File: config.mk
export PLATFORM = sky130hd
export DESIGN_NAME = mod_instruction_fetch
export DESIGN_NICKNAME = d
export VERILOG_FILES = /design/src/rtl/mod_instruction_fetch_pkg.sv /design/src/rtl/mod_fetch_slot.sv /design/src/rtl/mod_instruction_fetch.sv
export SDC_FILE = /design/constraint.sdc
export NUM_CORES = 1
export LEC_CHECK = 0
export ABC_AREA = 1
export BUFFER_PORTS_ARGS = -buffer_cell sky130_fd_sc_hd__buf_2
export CORE_AREA = 5 5 130 132
export CTS_CLUSTER_DIAMETER = 60
export DETAILED_ROUTE_END_ITERATION = 8
export DIE_AREA = 0 0 135 137
export MAX_ROUTING_LAYER = met4
export PLACE_DENSITY_LB_ADDON = 0.25
export RECOVER_POWER = 25
export SYNTH_ARGS = -nofsm -noshare
export SYNTH_HDL_FRONTEND = slang
export SYNTH_SLANG_ARGS = --single-unit
File: constraint.sdc
create_clock -name clk -period 4.4 [get_ports clk]
set_clock_uncertainty 0.2 [all_clocks]
set_input_delay 0.66 -clock clk [delete_from_list [all_inputs] [get_ports clk]]
set_output_delay 0.66 -clock clk [all_outputs]
set_load 0.02 [all_outputs]
File: src/rtl/mod_instruction_fetch_pkg.sv
// Shared fetch-unit package: FSM encoding and default geometry.
package mod_instruction_fetch_pkg;

    localparam int unsigned ADDR_W_DEF   = 30;
    localparam int unsigned DATA_W_DEF   = 32;
    localparam int unsigned RESET_PC_DEF = 0;

    typedef enum logic [1:0] {
        ST_IDLE = 2'd0,
        ST_RUN  = 2'd1,
        ST_HALT = 2'd2
    } fetch_state_e;

endpackage

File: src/rtl/mod_fetch_slot.sv
// One-entry valid/ready output register with flush.
module mod_fetch_slot
    import mod_instruction_fetch_pkg::*;
#(
    parameter int unsigned ADDR_W = ADDR_W_DEF,
    parameter int unsigned DATA_W = DATA_W_DEF
) (
    input  logic              clk,
    input  logic              rst_n,
    input  logic              flush_i,
    input  logic              load_i,
    input  logic [DATA_W-1:0] instr_i,
    input  logic [ADDR_W-1:0] pc_i,
    input  logic              ready_i,
    output logic              valid_o,
    output logic [DATA_W-1:0] instr_o,
    output logic [ADDR_W-1:0] pc_o
);

    logic              valid_q, valid_d;
    logic [DATA_W-1:0] instr_q, instr_d;
    logic [ADDR_W-1:0] pc_q, pc_d;

    // Flush beats load; an unloaded slot drains when accepted.
    always_comb begin
        valid_d = valid_q;
        instr_d = instr_q;
        pc_d    = pc_q;
        if (flush_i) begin
            valid_d = 1'b0;
        end else if (load_i) begin
            valid_d = 1'b1;
            instr_d = instr_i;
            pc_d    = pc_i;
        end else if (ready_i) begin
            valid_d = 1'b0;
        end
    end

    always_ff @(posedge clk) begin
        if (!rst_n) begin
            valid_q <= 1'b0;
            instr_q <= '0;
            pc_q    <= '0;
        end else begin
            valid_q <= valid_d;
            instr_q <= instr_d;
            pc_q    <= pc_d;
        end
    end

    assign valid_o = valid_q;
    assign instr_o = instr_q;
    assign pc_o    = pc_q;

endmodule

File: src/rtl/mod_instruction_fetch.sv
// Instruction fetch: pc/FSM driving a combinational ROM into a one-entry slot.
module mod_instruction_fetch
    import mod_instruction_fetch_pkg::*;
#(
    parameter int unsigned       ADDR_W   = ADDR_W_DEF,
    parameter int unsigned       DATA_W   = DATA_W_DEF,
    parameter logic [ADDR_W-1:0] RESET_PC = ADDR_W'(RESET_PC_DEF)
) (
    input  logic              clk,
    input  logic              rst_n,
    input  logic              start,
    output logic [ADDR_W-1:0] imem_addr,
    input  logic [DATA_W-1:0] imem_instr,
    input  logic              imem_end,
    input  logic              redirect_valid,
    input  logic [ADDR_W-1:0] redirect_addr,
    output logic              out_valid,
    input  logic              out_ready,
    output logic [DATA_W-1:0] out_instr,
    output logic [ADDR_W-1:0] out_pc,
    output logic              halted
);

    fetch_state_e      state_q, state_d;
    logic [ADDR_W-1:0] pc_q, pc_d;
    logic              flush, load, slot_free;

    assign slot_free = !out_valid || out_ready;

    always_comb begin
        state_d = state_q;
        pc_d    = pc_q;
        flush   = 1'b0;
        load    = 1'b0;
        unique case (state_q)
            ST_IDLE: begin
                if (start) begin
                    state_d = ST_RUN;
                    pc_d    = RESET_PC;
                end
            end
            ST_RUN: begin
                if (redirect_valid) begin
                    flush = 1'b1;
                    pc_d  = redirect_addr;
                end else if (slot_free) begin
                    if (imem_end) begin
                        state_d = ST_HALT;
                    end else begin
                        load = 1'b1;
                        pc_d = pc_q + ADDR_W'(1);
                    end
                end
            end
            ST_HALT: begin
                if (redirect_valid) begin
                    flush   = 1'b1;
                    pc_d    = redirect_addr;
                    state_d = ST_RUN;
                end
            end
            default: state_d = ST_IDLE;
        endcase
    end

    always_ff @(posedge clk) begin
        if (!rst_n) begin
            state_q <= ST_IDLE;
            pc_q    <= RESET_PC;
        end else begin
            state_q <= state_d;
            pc_q    <= pc_d;
        end
    end

    mod_fetch_slot #(
        .ADDR_W (ADDR_W),
        .DATA_W (DATA_W)
    ) u_slot (
        .clk     (clk),
        .rst_n   (rst_n),
        .flush_i (flush),
        .load_i  (load),
        .instr_i (imem_instr),
        .pc_i    (pc_q),
        .ready_i (out_ready),
        .valid_o (out_valid),
        .instr_o (out_instr),
        .pc_o    (out_pc)
    );

    assign imem_addr = pc_q;
    assign halted    = (state_q == ST_HALT);

endmodule
==> flow_metrics.env, run 1 <==
export IMPL_dpl_cell_area_sq_mm=0.00555
export IMPL_async_flop_share_pct=0
export IMPL_postCtsHoldBufs=0
export IMPL_slew_limit_headroom_pct=32.5
export IMPL_track_usage_pct=16.6
export IMPL_ir_drop_mv=0.205
export IMPL_multi_input_area_sq_mm=0.00234
export IMPL_worstMarginPinSlew_ns=1.01
export IMPL_grt_pass1_wl_um=23700
export IMPL_worst_setup_path_end_kind="flop"
export IMPL_synth_avg_cell_area_sq_um=6.66
export IMPL_clk_path_buf_depth=2
export IMPL_finish_instance_area_sq_mm=0.00578
export IMPL_viasPerCell=4.52
export IMPL_hp_class="reg2reg"
export IMPL_p_leak_nw=2.38
export IMPL_die_h_um=137
export IMPL_drt_pass1_iterations=4
export IMPL_crit_fanout=52
export IMPL_drt_antenna_violating_nets=0
export IMPL_startpoint_type="flop"
export IMPL_hold_viol=0
export IMPL_crit_arrival_ns=2.39
export IMPL_drv_slew=0
export IMPL_wl_per_cell_um=14.1
export IMPL_fin_total_pwr_mw=2.80
export IMPL_cts_sinks=95
export IMPL_dr_total_vias=4744
export IMPL_timing_hold_ws_ns=0.279
export IMPL_pwr_share_comb_pct=34.4
export IMPL_postSynthCellCount=685
export IMPL_routed_wl_um=14800
export IMPL_rsz0062_at_grt="false"
export IMPL_holdPathStages=2
export IMPL_status="finished, final reports clean"
export IMPL_numCtsBuffers=9
export IMPL_fmax_mhz=433
export IMPL_num_antenna_cells=0
export IMPL_switching_share_pct=40.7
export IMPL_synth_edf_count=0
export IMPL_power_share_clock_pct=27.6
export IMPL_fin_setup_tns_ns=0
export IMPL_crit_required_ns=4.48
export IMPL_gr_total_overflow=0
export IMPL_drtIter0Drc=239
export IMPL_cts_reportedPaths_clkPinSlew_ns=0.07
export IMPL_finalCritPeriodShare_pct=52.4
export IMPL_rows=46
export IMPL_cts_resized=0
export IMPL_ys_ff_latch=95
export IMPL_place_hpwl_um=10600
export IMPL_seq_power_share_pct=37.9
export IMPL_io_buffers=161
export IMPL_ys_seq_area_share_pct=41.7
export IMPL_chipWidth_um=135
export IMPL_root_buffer="clkbuf_16"
export IMPL_yosys_area_top_type_share_pct=41.7
export IMPL_start_util_pct=29.3
export IMPL_h_tree_depth=3
export IMPL_antenna_found_initial=0
export IMPL_post_cts_buffers=0
export IMPL_final_core_util_pct=37.0
export IMPL_ys_flop_type="dfxtp_1"
export IMPL_critPathKind="reg2reg"
export IMPL_grt_max_degree=64
export IMPL_maxCapViolations=0
export IMPL_core_sq_mm=0.0156
export IMPL_yosys_cell_count_top_type="nand2_1"
export IMPL_p_per_area_mw_per_mm2=485
export IMPL_power_switching_mw=1.14
export IMPL_drc=0
export IMPL_synth_common_cells="186 x nand2_1, 116 x nor2_1, 95 x dfxtp_1, 76 x o21ai_0, 54 x a21oi_1"
export IMPL_clock_latency_ns=0.35
export IMPL_drive_gt1_share_pct=20.3
export IMPL_synth_area_leaders="dfxtp_1 42%, nand2_1 15%, nor2_1 9.5%, o21ai_0 8.3%, a21oi_1 5.9%"
export IMPL_io_pins=162
export IMPL_area_delta_synth_final_pct=26.6
export IMPL_p_int_mw=1.66
export IMPL_yosysTopAreaCell="dfxtp_1"
export IMPL_tritoncts="yes"
export IMPL_dieArea_sq_mm=0.0185
export IMPL_yosys_warnings=0
export IMPL_fillCellCount=1746
export IMPL_nets=902
export IMPL_finalSetupViolCount=0
export IMPL_seq_area_sq_mm=0.00190
export IMPL_syn_area_sq_mm=0.00456
export IMPL_yosysUniqueCellTypes=29
export IMPL_syn_nets=758
export IMPL_finalCriticalPeriod_ns=2.31
export IMPL_grt_pass1_vias=4640
export IMPL_ff2ff_path_depth=9
export IMPL_gp_congestion=0.871
==> critical path: stages, from the launching register on <==
cell,delay (ns)
dfxtp_1,0.34
inv_1,0.11
ha_1,0.24
inv_2,0.07
nor2_2,0.13
nand3_2,0.10
inv_2,0.46
buf_12,0.31
o21ai_0,0.11
a21oi_1,0.15
==> layout make-up <==
class	instances	share of cell area, %
clock inverter	6	0.866
timing repair buffer	168	14.1
multi-input combinational	511	40.5
tap	216	4.68
sequential	95	32.9
clock buffer	10	4.14
inverter	44	2.86
==> metrics by stage <==
step / worst slack (ns) / cells
floorplan: 2.46 / 685
global placement: 2.05 / 1034
detailed placement: 2.02 / 1034
CTS: 2.09 / 1050
global route: 1.83 / 1050
finish: 2.09 / 1050
==> cell families after synthesis <==
kind of cell,share of synthesized area [%]
simple gates,33.3
flops,41.7
buf+inv,7.10
fa+ha+maj,1.37
compound gates,16.4
xor+xnor,0.192
==> power groups by stage <==
stage	Sequential, mW	Combinational [mW]	Clock (mW)
2_1_floorplan	1.19	0.565	0
3_3_place_gp	1.08	0.997	0
3_5_place_dp	1.08	1.00	0
4_1_cts	1.06	1.01	0.798
5_1_grt	1.08	1.10	0.837
6_report	1.06	0.964	0.773
==> final timing paths <==
check | endpoint | start | slack (ns)
worst max register to register | u_slot.pc_o[11] | state_q[1] | 2.09
worst min-delay path | u_slot.instr_o[28] | u_slot.instr_o[28] | 0.28
worst max-delay path | u_slot.pc_o[11] | state_q[1] | 2.09
worst min register to register | u_slot.instr_o[28] | u_slot.instr_o[28] | 0.28
==> sequential cells by signal, indices dropped and copies added, names as in the netlist <==
register / cells
u_slot.pc_o: 30
u_slot.instr_o: 32
u_slot.valid_o: 1
state_q: 2
imem_addr: 30
==> placed cells by master, fill, tap and decap left out, drive strengths merged <==
| master | instances |
|---|---|
| and2 | 1 |
| clkbuf | 57 |
| nand3 | 35 |
| a22o | 1 |
| nor2 | 131 |
| clkinvlp | 2 |
| o21ai | 81 |
| inv | 47 |
| dfxtp | 95 |
| a221oi | 1 |
| a21oi | 56 |
| a22oi | 1 |
| or2 | 2 |
| buf | 121 |
| a211oi | 1 |
| ha | 5 |
| a32o | 1 |
| clkinv | 1 |
| o211ai | 1 |
| nand2 | 193 |
| xor2 | 1 |
==> layer usage <==
metal / vias to the layer above / track usage (%) / routed length (um)
met5: - / - / 0
met4: 0 / 5.04 / 201
met3: 16 / 3.38 / 905
met2: 142 / 26.1 / 6500
met1: 2102 / 21.6 / 7220
li1: 2484 / - / -
Power figures use the tool's default switching activity.
==> run 2, diff against run 1 <==
Clock period 4.4 ns to 2.1 ns, I/O delays scaled along.
==> run 2 against run 1 <==
Total power grew 140%. Cell area is 6.0% higher. Core utilization grew 2.2 points. Sequential share of layout area down 1.8 points. Worst setup slack got worse by 1.9 ns. Critical path type unchanged. Critical endpoint is now imem_addr[15].
==> flow_metrics.env, run 2 (synthesized netlist as in run 1, its figures left out) <==
export IMPL_dieArea_sq_mm=0.0185
export IMPL_timing_hold_ws_ns=0.00946
export IMPL_fmax_mhz=513
export IMPL_worstReg2RegEnd="imem_addr[15]"
export IMPL_viasPerCell=4.51
export IMPL_ff2ff_path_depth=12
export IMPL_critPathKind="reg2reg"
export IMPL_wl_per_cell_um=14.5
export IMPL_finish_instance_area_sq_mm=0.00612
export IMPL_fillCellCount=1688
export IMPL_ir_drop_mv=0.439
export IMPL_crit_arrival_ns=1.97
export IMPL_rrSetupSlack_ns=0.15
export IMPL_routed_wl_um=15500
export IMPL_grt_pass1_wl_um=23300
export IMPL_maxCapViolations=0
export IMPL_drv_slew=0
export IMPL_p_leak_nw=2.54
export IMPL_drc=0
export IMPL_crit_required_ns=2.12
export IMPL_dpl_cell_area_sq_mm=0.00564
export IMPL_grt_max_degree=84
export IMPL_fin_total_pwr_mw=6.72
export IMPL_multi_input_area_sq_mm=0.00237
export IMPL_grt_pass1_vias=4546
export IMPL_finalSetupViolCount=0
export IMPL_hold_viol=0
export IMPL_worst_setup_path_end_kind="flop"
export IMPL_area_delta_synth_final_pct=34.2
export IMPL_rsz0062_at_grt="false"
export IMPL_clock_latency_ns=0.36
export IMPL_io_buffers=161
export IMPL_hp_start="imem_instr[22]"
export IMPL_drtIter0Drc=306
export IMPL_min_to="u_slot.instr_o[22]"
export IMPL_p_per_area_mw_per_mm2=1100
export IMPL_gp_congestion=0.846
export IMPL_gr_total_overflow=0
export IMPL_core_sq_mm=0.0156
export IMPL_rows=46
export IMPL_drt_antenna_violating_nets=0
export IMPL_hp_class="in2reg"
export IMPL_track_usage_pct=16.5
export IMPL_chipWidth_um=135
export IMPL_drt_pass1_iterations=5
export IMPL_final_cell_mix="186 x nand2_1, 116 x nor2_1, 114 x buf_2"
export IMPL_crit_fanout=8
export IMPL_seq_area_sq_mm=0.00190
export IMPL_fin_setup_tns_ns=0
export IMPL_holdPathStages=3
export IMPL_cts_sinks=95
export IMPL_root_buffer="clkbuf_16"
export IMPL_layout_commonest_cell="nand2_1"
export IMPL_reg2reg_from="state_q[1]"
export IMPL_drive_gt1_share_pct=22.3
export IMPL_numCtsBuffers=9
export IMPL_start_util_pct=29.3
export IMPL_antenna_found_initial=0
export IMPL_num_antenna_cells=0
export IMPL_place_hpwl_um=10900
export IMPL_nets=920
export IMPL_die_h_um=137
export IMPL_io_pins=162
export IMPL_startpoint_type="flop"
export IMPL_tritoncts="yes"
export IMPL_dr_total_vias=4813
export IMPL_h_tree_depth=3
export IMPL_clk_path_buf_depth=2
export IMPL_largest_register_ffs=32
export IMPL_slew_limit_headroom_pct=73.4
export IMPL_worstMarginPinSlew_ns=0.399
export IMPL_status="finished, final reports clean"
export IMPL_cts_reportedPaths_clkPinSlew_ns=0.07
export IMPL_finalCriticalPeriod_ns=1.95
export IMPL_finalCritPeriodShare_pct=92.8
[run 2: changes by cell type in the layout (fill, tap and decap cells not counted), sizes merged]
cell,before,now
clkinvlp,2,1
bufinv,0,3
inv,47,45
clkbuf,57,59
clkinv,1,2
dlygate4sd3,0,3
buf,121,133
[run 2: critical path, stage by stage (launching register included)]
cell,delay [ns]
dfxtp_2,0.34
inv_1,0.10
ha_1,0.15
inv_1,0.05
or2_2,0.26
nand2_1,0.10
inv_2,0.06
nand3_4,0.09
nor2_4,0.05
buf_12,0.14
clkbuf_16,0.16
nand2_1,0.06
a21oi_1,0.05
[run 2: power by group]
group	total, mW	internal [mW]	switching (mW)
clock network	1.90	1.17	0.737
logic	2.59	0.969	1.62
registers	2.23	2.05	0.183
total	6.72	4.18	2.54
[run 2: what timing repair did]
item,in CTS,in global routing
setup buffers,0,1
hold buffers,3,0
setup endpoints to repair,0,60
endpoints found under the hold margin,3,0
resized for setup,0,18
[run 2: layout make-up]
type / count / area share (%)
Timing Repair Buffer: 186 / 17.4
Inverter: 44 / 2.70
Sequential cell: 95 / 31.1
Clock inverter: 7 / 1.96
Clock buffer: 9 / 3.68
Tap cell: 216 / 4.41
Multi-Input combinational cell: 511 / 38.7
[run 2: how the worst max path moves through the flow]
stage | startpoint | endpoint | slack (ns)
6_report | state_q[1] | imem_addr[15] | 0.15
3_5_place_dp | state_q[0] | imem_addr[17] | 0.11
3_3_place_gp | state_q[0] | imem_addr[18] | 0.16
2_1_floorplan | state_q[0] | imem_addr[2] | 0.16
4_1_cts | state_q[0] | imem_addr[21] | 0.09
5_1_grt | state_q[1] | imem_addr[3] | 0.0001
[run 2: layer usage]
layer,global-route usage (%),wire length (um),vias to the layer above
li1,-,-,2516
met1,21.8,7580,2132
met2,25.3,6850,144
met3,3.27,834,21
met4,5.77,255,0
met5,-,0,-
[run 2: stage by stage]
step / util, % / worst slack (ns) / cells
after floorplan: - / 0.156 / 685
after CTS: 38.6 / 0.0894 / 1064
after global routing: 39.3 / 0.000149 / 1068
after global placement: 36.2 / 0.159 / 1045
after detailed placement: 36.2 / 0.115 / 1045
final: 39.3 / 0.150 / 1068
